<file path="config.mk">
export PLATFORM = sky130hd
export DESIGN_NAME = mcrc
export DESIGN_NICKNAME = d
export VERILOG_FILES = /design/src/rtl/mcrc.sv
export SDC_FILE = /design/constraint.sdc
export NUM_CORES = 1
export LEC_CHECK = 0
export CAP_MARGIN = 20
export CORE_MARGIN = 2
export CORE_UTILIZATION = 44
export CTS_CLUSTER_SIZE = 20
export DETAILED_ROUTE_END_ITERATION = 6
export PLACE_DENSITY = 0.83
export SYNTH_ARGS = -nofsm -noshare
export SYNTH_HDL_FRONTEND = slang
export SYNTH_SLANG_ARGS = --single-unit
export TNS_END_PERCENT = 30
</file>
<file path="constraint.sdc">
create_clock -name clk -period 2.2 [get_ports clk]
set_input_delay 0.55 -clock clk [delete_from_list [all_inputs] [get_ports clk]]
set_output_delay 0.55 -clock clk [all_outputs]
set_load 0.005 [all_outputs]
</file>
<file path="src/rtl/mcrc.sv">
// Byte-wide MODBUS RTU CRC-16 accumulator (reflected POLY, INIT preset, no final XOR).
// Optional MCRC_RESIDUE_EN adds registered crc_ok, set when the updated CRC is zero.
module mcrc #(
  parameter logic [15:0] INIT = 16'hFFFF,
  parameter logic [15:0] POLY = 16'hA001
) (
  input  logic        clk,
  input  logic        reset,
  input  logic        ready,
  input  logic [7:0]  din,
`ifdef MCRC_RESIDUE_EN
  output logic        crc_ok,
`endif
  output logic [15:0] crc
);

  logic [15:0] r_crc = INIT;
  logic [15:0] w_next;

  // Eight LSB-first shift/XOR steps unrolled into one combinational byte update.
  function automatic logic [15:0] crc_byte(input logic [15:0] c, input logic [7:0] d);
    logic [15:0] t;
    t = c ^ {8'h00, d};
    for (int unsigned i = 0; i < 8; i++) begin
      if (t[0]) t = (t >> 1) ^ POLY;
      else      t = t >> 1;
    end
    return t;
  endfunction

  always_comb begin
    w_next = crc_byte(r_crc, din);
  end

  always_ff @(posedge clk) begin
    if (reset)      r_crc <= INIT;
    else if (ready) r_crc <= w_next;
  end

  assign crc = r_crc;

`ifdef MCRC_RESIDUE_EN
  logic r_ok = 1'b0;

  always_ff @(posedge clk) begin
    if (reset)      r_ok <= 1'b0;
    else if (ready) r_ok <= (w_next == '0);
  end

  assign crc_ok = r_ok;
`endif

endmodule

</file>
==> flow_metrics.tcl <==
set metrics [dict create \
    status "finished clean" \
    cellPowerDensity_nw_per_um2 939 \
    grt_overflow 0 \
    cp.arrival_ns 2.34 \
    startpoint_type "input port" \
    hold_class "reg2reg" \
    p_leak_nw 0.489 \
    post_drt_wl_per_cell_um 12.1 \
    critPathLaunch "din[5]" \
    synth_nets 104 \
    cts_tree "yes" \
    cp_max_fo 5 \
    path_clk_slew_ns 0.10 \
    max_cap_violations 0 \
    tns_ns 0 \
    hold_viol_final 0 \
    clk_path_buf_depth 2 \
    portBuffers 26 \
    dp_slack_ns -0.254 \
    ys_seq_elements 16 \
    die_h_um 48.0 \
    first_pass_iters 4 \
    numClockSinks 16 \
    core_um2 1760 \
    ys.flop_type "dfxtp_1" \
    syn-instance-count 93 \
    diodes 0 \
    cts_buffers 3 \
    max_freq_mhz 472 \
    drt_iter0_drc 9 \
    required_ns 2.42 \
    syn_area_per_cell_um2 9.15 \
    peakVddDrop_mv 0.563 \
    drive_above_1_share_pct 20.2 \
    syn_area_um2 851 \
    fin_crit_sh_pct 96.3 \
    synth_commonest_cells "dfxtp_1, xnor2_1, nor2_1, a21oi_1" \
    totalWireLength_um 1800 \
    drtAntennaViolNets 0 \
    grt_max_degree 14 \
    min_period_ns 2.12 \
    ys_warn_count 0 \
    layout_setup_ws_ns 0.0809 \
    cts_max_level 1 \
    post-dp-hpwl_um 1300 \
    min_from "crc[12]" \
    nets 136 \
    fin_skew_ns 0.00636 \
    slew_headroom_pct 73.6 \
    synth_edf_count 0 \
    io_pins 27 \
    clockRootBuffer "clkbuf_4" \
    async_flop_share_pct 0 \
    drc 0 \
    track_usage_pct 17.8 \
    hold_slack_ns 0.508 \
    setup_viol 0 \
    die_area_um2 2300 \
    yosysTopAreaCell "dfxtp_1" \
    synth_area_leaders "dfxtp_1, xnor2_1, a211o_1" \
    timing.rr.start "crc[5]" \
    synth.distinct_cells 21 \
    globalplace.congestion 0.773 \
    clk_latency_ns 0.30 \
    slowest_delay_ns 0.51 \
    num_rows 15 \
    antenna_found_initial 0 \
    slowest_stage "xnor3_2" \
    die_x_um 48.0 \
    largest_register_ffs 16 \
    synthMostInstantiatedCell "dfxtp_1" \
    grt_pass1_vias 667 \
    synth_top_area_share_pct 37.6 \
    grt_pass1_wl_um 2780 \
    crit_type "in2reg" \
    cp-end-kind "register" \
    slew_viol_final 0 \
    syn2layout_area_growth_pct 42.5 \
    via_per_inst 4.74 \
    crit_chain "clkdlybuf4s50_1, xor2_2, xnor2_1, xnor3_2, and3_1, nor3_1" \
    post_cts_buffers 0 \
    initial_utilization_pct 48.2 \
    seq_area_frac_synth_pct 37.6 \
    vias 706 \
    worst_pin_slew_ns 0.394 \
]
==> through the flow <==
stage          utilization (%)  area, µm²  std cells  power [mW]
3_5_place_dp              66.2       1170        145       0.927
6_report                  68.7       1210        149        1.14
2_1_floorplan                -        851         93       0.730
3_3_place_gp              66.2       1170        145       0.920
5_1_grt                   68.7       1210        149        1.22
4_1_cts                   68.3       1200        149        1.14
==> cell usage in the layout, fill, tap and decap left out, types with 3 or more instances in the layout <==
| cell | instances |
|---|---|
| a211o_1 | 6 |
| a21oi_1 | 7 |
| buf_4 | 11 |
| clkbuf_4 | 3 |
| clkdlybuf4s50_1 | 26 |
| dfxtp_1 | 16 |
| nor2_1 | 10 |
| nor2b_1 | 6 |
| nor3_1 | 3 |
| or2_2 | 6 |
| xnor2_1 | 13 |
| xor2_1 | 5 |
==> logic make-up after synthesis <==
kind of cell / count (synthesis) / share of synthesized area (%)
AO/OA/AOI/OAI: 15 / 11.8
XOR/XNOR: 21 / 24.3
buffers and inverters: 11 / 7.06
flip-flops: 16 / 37.6
AND/OR/NAND/NOR: 30 / 19.3
==> what timing repair did <==
action	CTS	global route
hold buffers	0	0
setup endpoints to repair	0	2
gates resized for setup	0	1
==> metal layers <==
layer | track usage, % | vias to the layer above | routed length (µm)
li1 | - | 360 | -
met2 | 27.7 | 20 | 851
met4 | 11.4 | 0 | 42
met3 | 2.26 | 5 | 59
met5 | 0 | - | 0
met1 | 23.0 | 321 | 846
==> power by group <==
group	leakage, nW	internal (mW)	total, mW	switching (mW)
clock	0.0210	0.101	0.201	0.0997
combinational	0.336	0.326	0.543	0.217
sequential	0.133	0.346	0.394	0.0480
total	0.489	0.773	1.14	0.365
==> cell type report <==
| cell class | instances | area (µm²) |
|---|---|---|
| Sequential cell | 16 | 320 |
| Fill cell | 155 | 552 |
| Tap cell | 25 | 31.3 |
| Timing Repair Buffer | 37 | 343 |
| Clock buffer | 4 | 36.3 |
| Inverter | 1 | 3.75 |
| Multi-Input combinational cell | 66 | 478 |
==> path summary, 6_finish.rpt <==
check                 end  slack [ns]  cells past startpoint
hold / removal     crc[4]        0.51                      1
hold reg to reg    crc[4]        0.51                      1
setup / recovery  crc[15]        0.08                      6
setup reg to reg  crc[15]        0.43                      5
==> critical path: cells and delay by family <==
family	cells	cell delay (ns)
simple gates	2	0.39
buf+inv	1	0.50
xor+xnor	3	0.90
No activity file was read; power rests on OpenSTA's default activity.
